--- src/rtl/display_scan_ctrl.sv ---
// ---------------------------------------------------------------------------
// display_scan_ctrl
//
// Time-multiplexed scan controller for a common 7-segment display. One digit
// position is lit at a time for SCAN_DIV clock cycles (a "slot"); the first
// cycle of every slot is kept dark so the previous digit's segment pattern
// cannot ghost onto the newly enabled digit.
//
// New display values arrive through a one-deep valid/ready buffer (Pending)
// and are only copied into the displayed register (Shadow) at the frame
// boundary, so a frame never shows a mix of old and new digits.
//
// Parameters
//   NUM_DIGITS  number of multiplexed digit positions (2..8)
//   SCAN_DIV    clock cycles per digit slot (>= 2)
//
// Ports
//   Clk        in   single clock, rising edge
//   ResetN     in   asynchronous active-low reset
//   LoadValid  in   a new display value is offered on LoadData
//   LoadReady  out  the buffer can accept LoadData this cycle
//   LoadData   in   packed nibbles, digit i at bits 4i+3:4i (top digit = MSD)
//   BlankMask  in   bit i forces digit i dark (sampled live)
//   Nibble     out  hex value of the digit currently being scanned
//   DigitEn    out  one-hot digit enable, all-zero = dark
//
// Build option
//   LEADING_ZERO_BLANK_EN  when defined, leading zero digits of the displayed
//                          value are suppressed (digit 0 always shows).
// ---------------------------------------------------------------------------
module display_scan_ctrl #(
  parameter int NUM_DIGITS = 4,
  parameter int SCAN_DIV   = 50000
) (
  input  logic                    Clk,
  input  logic                    ResetN,
  input  logic                    LoadValid,
  output logic                    LoadReady,
  input  logic [4*NUM_DIGITS-1:0] LoadData,
  input  logic [NUM_DIGITS-1:0]   BlankMask,
  output logic [3:0]              Nibble,
  output logic [NUM_DIGITS-1:0]   DigitEn
);

  localparam int DATA_W = 4 * NUM_DIGITS;
  localparam int DIV_W  = $clog2(SCAN_DIV);
  localparam int PTR_W  = $clog2(NUM_DIGITS);

  localparam logic [DIV_W-1:0] DIV_LAST = DIV_W'(SCAN_DIV - 1);
  localparam logic [PTR_W-1:0] PTR_LAST = PTR_W'(NUM_DIGITS - 1);

  typedef struct packed {
    logic              full;
    logic [DATA_W-1:0] data;
  } pending_t;

  logic [DIV_W-1:0]      div;
  logic [PTR_W-1:0]      ptr;
  pending_t              pending;
  logic [DATA_W-1:0]     shadow;

  logic                  slot_end;
  logic                  frame_end;
  logic                  load_fire;
  logic                  ptr_blank;
  logic [NUM_DIGITS-1:0] lz_blank;

  assign slot_end  = (div == DIV_LAST);
  assign frame_end = slot_end && (ptr == PTR_LAST);
  assign LoadReady = ~pending.full;
  assign load_fire = LoadValid && LoadReady;

  // -------------------------------------------------------------------------
  // Scan position: Div counts cycles within a slot, Ptr selects the digit.
  // -------------------------------------------------------------------------
  always_ff @(posedge Clk or negedge ResetN) begin
    if (!ResetN) begin
      div <= '0;
      ptr <= '0;
    end else begin
      // NOTE: state registers use non-blocking assignments so every flop
      // samples the pre-edge values, independent of statement order.
      if (slot_end) begin
        div <= '0;
        ptr <= (ptr == PTR_LAST) ? '0 : ptr + 1'b1;
      end else begin
        div <= div + 1'b1;
      end
    end
  end

  // -------------------------------------------------------------------------
  // Pending / Shadow double buffer.
  // The copy happens only when full, and a capture only when not full, so a
  // value captured on the frame-boundary edge cannot reach Shadow until the
  // following boundary.
  // -------------------------------------------------------------------------
  always_ff @(posedge Clk or negedge ResetN) begin
    if (!ResetN) begin
      // NOTE: the data registers are reset too (not just the flag): a reset
      // must blank the display and drop any stale value, so these are
      // ordinary flops, not a RAM that could be left uninitialised.
      pending <= '0;
      shadow  <= '0;
    end else if (frame_end && pending.full) begin
      shadow       <= pending.data;
      pending.full <= 1'b0;
    end else if (load_fire) begin
      pending.data <= LoadData;
      pending.full <= 1'b1;
    end
  end

  // -------------------------------------------------------------------------
  // Leading-zero suppression: digit i (i > 0) is dark when it and every
  // more-significant digit of Shadow are zero.
  // -------------------------------------------------------------------------
`ifdef LEADING_ZERO_BLANK_EN
  logic upper_zero;

  always_comb begin
    lz_blank   = '0;
    upper_zero = 1'b1;
    for (int i = NUM_DIGITS - 1; i > 0; i--) begin
      upper_zero  = upper_zero && (shadow[4*i +: 4] == 4'h0);
      lz_blank[i] = upper_zero;
    end
  end
`else
  assign lz_blank = '0;
`endif

  // -------------------------------------------------------------------------
  // Output decode from registered state (plus the live BlankMask).
  // -------------------------------------------------------------------------
  always_comb begin
    // NOTE: every output gets a default before the loop so no path leaves a
    // signal unassigned, which would otherwise infer a latch.
    Nibble    = '0;
    ptr_blank = 1'b0;
    for (int i = 0; i < NUM_DIGITS; i++) begin
      if (ptr == PTR_W'(i)) begin
        Nibble    = shadow[4*i +: 4];
        ptr_blank = BlankMask[i] || lz_blank[i];
      end
    end
  end

  // Div == 0 is the anti-ghosting dark cycle at the start of each slot.
  always_comb begin
    DigitEn = '0;
    for (int i = 0; i < NUM_DIGITS; i++) begin
      DigitEn[i] = (ptr == PTR_W'(i)) && (div != '0) && !ptr_blank;
    end
  end

endmodule

--- config.mk ---
export PLATFORM = sky130hd
export DESIGN_NAME = display_scan_ctrl
export DESIGN_NICKNAME = d
export VERILOG_FILES = /design/src/rtl/display_scan_ctrl.sv
export SDC_FILE = /design/constraint.sdc
export NUM_CORES = 1
export LEC_CHECK = 0
export ABC_AREA = 1
export CELL_PAD_IN_SITES_DETAIL_PLACEMENT = 1
export CELL_PAD_IN_SITES_GLOBAL_PLACEMENT = 2
export CORE_ASPECT_RATIO = 0.8
export CORE_UTILIZATION = 25
export CTS_CLUSTER_SIZE = 24
export DETAILED_ROUTE_END_ITERATION = 8
export GPL_TIMING_DRIVEN = 0
export PLACE_DENSITY_LB_ADDON = 0.08
export SETUP_SLACK_MARGIN = 0.5
export SLEW_MARGIN = 10
export SYNTH_ARGS = -nofsm -noshare
export SYNTH_HDL_FRONTEND = slang
export SYNTH_SLANG_ARGS = --single-unit
--- constraint.sdc ---
create_clock -name Clk -period 1.56 [get_ports Clk]
set_input_delay 0.234 -clock Clk [delete_from_list [all_inputs] [get_ports Clk]]
set_output_delay 0.234 -clock Clk [all_outputs]
set_load 0.05 [all_outputs]
======== Word level (Yosys, flattened, before mapping) ========
Index checks and enable logic that the tools add are counted.
cells by class
  reduce and logical (&&, ||, !) cells .... 16
  multiplexer cells ....................... 12
  add/subtract/negate cells ............... 2
  bitwise logic cells ..................... 2
  eq/ne operators ......................... 4
operators by type and width
  operator                 count
  $mux W17                 1
  $add A16 B1 Y16 const B  1
  $eq A16 B16 Y1 const B   1
  $mux W16                 1
  $mux W4                  4
  $reduce_bool A16 Y1      1
  $logic_and A1 B1 Y1      11
  $mux W1                  5
  $eq A2 B2 Y1 const B     2
  $add A2 B1 Y2 const B    1
  $eq A2 B1 Y1 const B     1
  $logic_not A2 Y1         1
  $mux W2                  1
  $not A1 Y1               2
  $reduce_and A2 Y1        1
  $reduce_bool A2 Y1       1
  $logic_not A1 Y1         1
storage, ports and cells
  input port bits ......................... 23
  logic and storage cells ................. 41
  bits in registers ....................... 51
  output and inout bits ................... 9

======== Logic depth before layout (Yosys ltp) ========
  depth after elaboration ................. 7
  depth in mapped cells ................... 9
  gate-level depth less buffers ........... 9

======== Least setup slack after synthesis ========
No wires, ideal clock.
  path type ............................... flip-flop to output port
  from .................................... register ptr[0]
  to ...................................... output DigitEn[3]
  data arrival time ....................... 2.010 ns
  slack ................................... -0.684 ns
  stages on the path, launching flop included .. 5
  path through ............................ dfrtp_1 ha_1 inv_1 nor2_1 a21boi_0
on the way
  word-level cells in the longest chain between the ends .. 7
RTL lines
  what                    RTL line  source
  start, declared         58        logic [PTR_W-1:0] ptr;
  start signal, assigned  85        ptr <= (ptr == PTR_LAST) ? '0 : ptr + 1'b1;
  $logic_not A2 Y1        142       if (ptr == PTR_W'(i)) begin
  $mux W1 (4 in a row)    142
  $logic_not A1 Y1        153       DigitEn[i] = (ptr == PTR_W'(i)) && (div != '0) && !ptr_blank;
  $logic_and A1 B1 Y1 *   153
  end, declared           42        output logic [NUM_DIGITS-1:0] DigitEn
Every way passes the cells marked *; elsewhere a longest branch is shown, timed or not.

======== Worst setup path in the final report ========
  from .................................... register ptr[0]
  to ...................................... output DigitEn[2]
The elaborated chain is that of the path after synthesis.

==> results.yml <==
global_route:
  grt_usage_pct: 16.10
  met2_usage_pct: 21.73
  use_met1_pct: 25.47
  grt_pass1_vias: 2369
  gr-usage-met3_pct: 2.722
  grt-ovfl-total: 0
  grt_max_degree: 52
  grt_busiest_layer: "met1"
  antenna_found_initial: 0
  grt_pass1_wl_um: 12830
setup_path:
  crit_family: "flip-flops"
  critPathLaunchType: "flop"
  cp.depth: 9
  end_kind: "primary output"
  critPathBufInv: 3
  crit_chain: "inv_4, ha_4, nand2_2, nand2_1, o211ai_1, a21oi_2, buf_6, nor2_4, buf_6"
  cp.required_ns: 1.33
  path_class: "reg -> out"
  regToRegEndpoint: "shadow[10]$_DFFE_PN0P_"
  cpMaxStageDelayCell: "dfrtp_2"
  critical_path_arrival_ns: 1.73
  cp_common_cell: "buf_6"
  crit_path_end: "DigitEn[2]"
  worstReg2RegStart: "div[0]$_DFF_PN0_"
  reg2reg_depth: 12
  reg2reg_slack_ns: -0.26
  crit_start: "ptr[0]$_DFFE_PN0N_"
  crit_fanout: 4
  max_stage_delay_ns: 0.48
floorplanning:
  num_rows: 32
  initial_core_util_pct: 26.30
  pin_count: 32
  core_um2: 9889
  dieWidth_um: 116.0
  dieArea_um2: 10820
  die_h_um: 93.24
final_layout:
  stdcell_count: 516
  multi_input_area_um2: 1619
  layout-drive-gt1-share_pct: 45.26
  fin_util_pct: 42.88
  diodes: 0
  register_area_um2: 1280
  n_fill_cell: 1136
  fin_nets: 408
  syn2layout_area_growth_pct: 63.01
timing:
  maxSlewHeadroom_pct: 54.55
  setup_tns_ns: -7.859
  rsz0062_at_grt: "true"
  period_minus_slack_ns: 1.962
  min_period_over_period_pct: 125.7
  whs_ns: -0.03455
  max_freq_mhz: 509.8
  setup_violations: 38
  finalClockSkew_ns: 0.01033
  setup_ws_ns: -0.4016
  hold_viol: 41
  worst_slew_pin_slew_ns: 0.6817
  maxSlewViolCount: 0
clock_network:
  clockBufferDepth: 2
  tritoncts: "done"
  clock-root-buffer: "clkbuf_16"
  clock_sinks: 51
  clock_latency_ns: 0.30
  clk_pin_slew_ns: 0.07
  h-tree-depth: 2
  numCtsBuffers: 5
  cts-hold-fix-buffers: 0
yosys:
  synthFlopType: "dfrtp_1"
  yosys_register_bits: 51
  synthesis.area_um2: 2601
  syn-mean-instance-area_um2: 8.818
  synthArstFlopShare_pct: 100.0
  ys_warn_count: 0
  ys_seq_area_share_pct: 49.06
  synth-edff-count: 0
  ys_types: 24
  synthCells: 295
  syn_nets: 324
route:
  drt-initial-drc-count: 65
  wl_um: 7696
  drt_first_pass_iters: 4
  drcViolationCount: 0
  drtAntennaViolNets: 0
  num_vias: 2243
  avgRoutedWirePerCell_um: 14.91
  via_per_inst: 4.347
power_and_ir_drop:
  switching_share_pct: 21.55
  irDropWorstVdd_uv: 386.8
  seqPwrFrac_pct: 49.1
  cellPowerDensity_nw_per_um2: 676.5
  finalPower_mw: 2.869
  combPwrFrac_pct: 6.1
  clkPwrFrac_pct: 44.8
  p_int_mw: 2.250
  netSwitchingPower_mw: 0.6182
  leakage_nw: 2.033
place:
  numPortBuffers: 31
  placedCellCount: 462
  dpl.hpwl_um: 5359
  globalplace.congestion: 0.7251
outcome:
  outcome: "finished, violations left"
  violations: "hold timing, setup timing"
flow_run:
  cap_violations: 0
min_path:
  hold_path.class: "in -> async"
layer usage:
metal	vias to the layer above	share of wire (%)	wire, µm
met5	-	0	0
met4	0	1.2	96
met3	7	2.7	209
met2	30	40	3081
met1	1075	56	4308
li1	1131	-	-
power by group through the flow:
stage	sequential, mW	clock, mW	combinational [mW]
2_1_floorplan	1.41	0	0.0808
3_3_place_gp	1.43	0	0.171
3_5_place_dp	1.43	0	0.174
4_1_cts	1.41	1.33	0.179
5_1_grt	1.41	1.37	0.193
6_report	1.41	1.29	0.175
final cells by class:
class | count | area share, %
Timing Repair inverter | 1 | 0.1180
Multi-Input combinational cell | 211 | 38.18
Inverter | 28 | 3.216
Clock inverter | 2 | 0.9147
Timing Repair Buffer | 76 | 18.68
Clock buffer | 6 | 3.039
Tap cell | 136 | 4.013
Sequential cell | 51 | 30.19
Buffer | 5 | 1.652
metrics by stage:
step / instance area (µm²) / setup WS (ns)
2_1_floorplan: 2813 / -0.04927
3_3_place_gp: 3293 / -1.533
3_5_place_dp: 3291 / -1.110
4_1_cts: 3998 / -0.4111
5_1_grt: 4240 / -0.4847
6_report: 4240 / -0.4016
cells by family (layout without fill, tap and decap cells):
group | count (synthesis) | after routing | share of synthesized area [%]
buffers and inverters | 33 | 118 | 6.157
and+or+nand+nor | 158 | 158 | 27.13
muxes | 16 | 16 | 6.926
adders and majority gates | 6 | 6 | 2.886
xor gates and xnor gates | 9 | 9 | 3.030
AOI/OAI and AO/OA | 22 | 22 | 4.810
DFF | 51 | 51 | 49.06
repair_timing:
action,in CTS,in global routing
gates cloned,3,0
endpoints found under the setup margin,58,60
resized for setup,139,35
setup buffers,31,12
pin swaps,25,9
worst min-delay path by stage:
stage,start,depth (start not counted),end
6_report,ResetN,1,div[6]$_DFF_PN0_
5_1_grt,ResetN,1,div[7]$_DFF_PN0_
4_1_cts,ResetN,1,div[9]$_DFF_PN0_
3_5_place_dp,ResetN,1,div[7]$_DFF_PN0_
3_3_place_gp,shadow[11]$_DFFE_PN0P_,2,shadow[11]$_DFFE_PN0P_
2_1_floorplan,ResetN,0,div[0]$_DFF_PN0_
flip-flops by register name, indices dropped and copies added, names as in the netlist:
register / flops
shadow: 16
pending: 17
ptr: 2
div: 16
cell usage in the layout, fill, tap and decap left out, drive strengths merged:
cell type,instances
xnor2,2
inv,25
a21boi,1
clkinv,3
bufinv,1
nor2,43
clkdlybuf4s50,21
clkbuf,8
a21oi,11
clkinvlp,2
nand4,18
nand3,9
mux2,16
nor3,1
dfrtp,51
nand2,87
buf,58
o211ai,5
xor2,7
o21ai,5
ha,6
synth_stat cells (2+ instances only):
library cell	n	area share (%)
o21ai_0	5	0.96
nand4_1	18	4.3
inv_1	24	3.5
clkbuf_8	2	1.1
xnor2_1	2	0.67
inv_2	2	0.29
dfrtp_1	51	49
nor2_8	2	1.5
ha_1	6	2.9
nand2_1	86	12
buf_6	2	0.87
nand3_1	8	1.5
a21oi_1	11	2.1
nor2_1	40	5.8
xor2_1	7	2.4
o211ai_1	5	1.4
clkinv_1	2	0.29
mux2_2	16	6.9
Power figures use the tool's default switching activity.
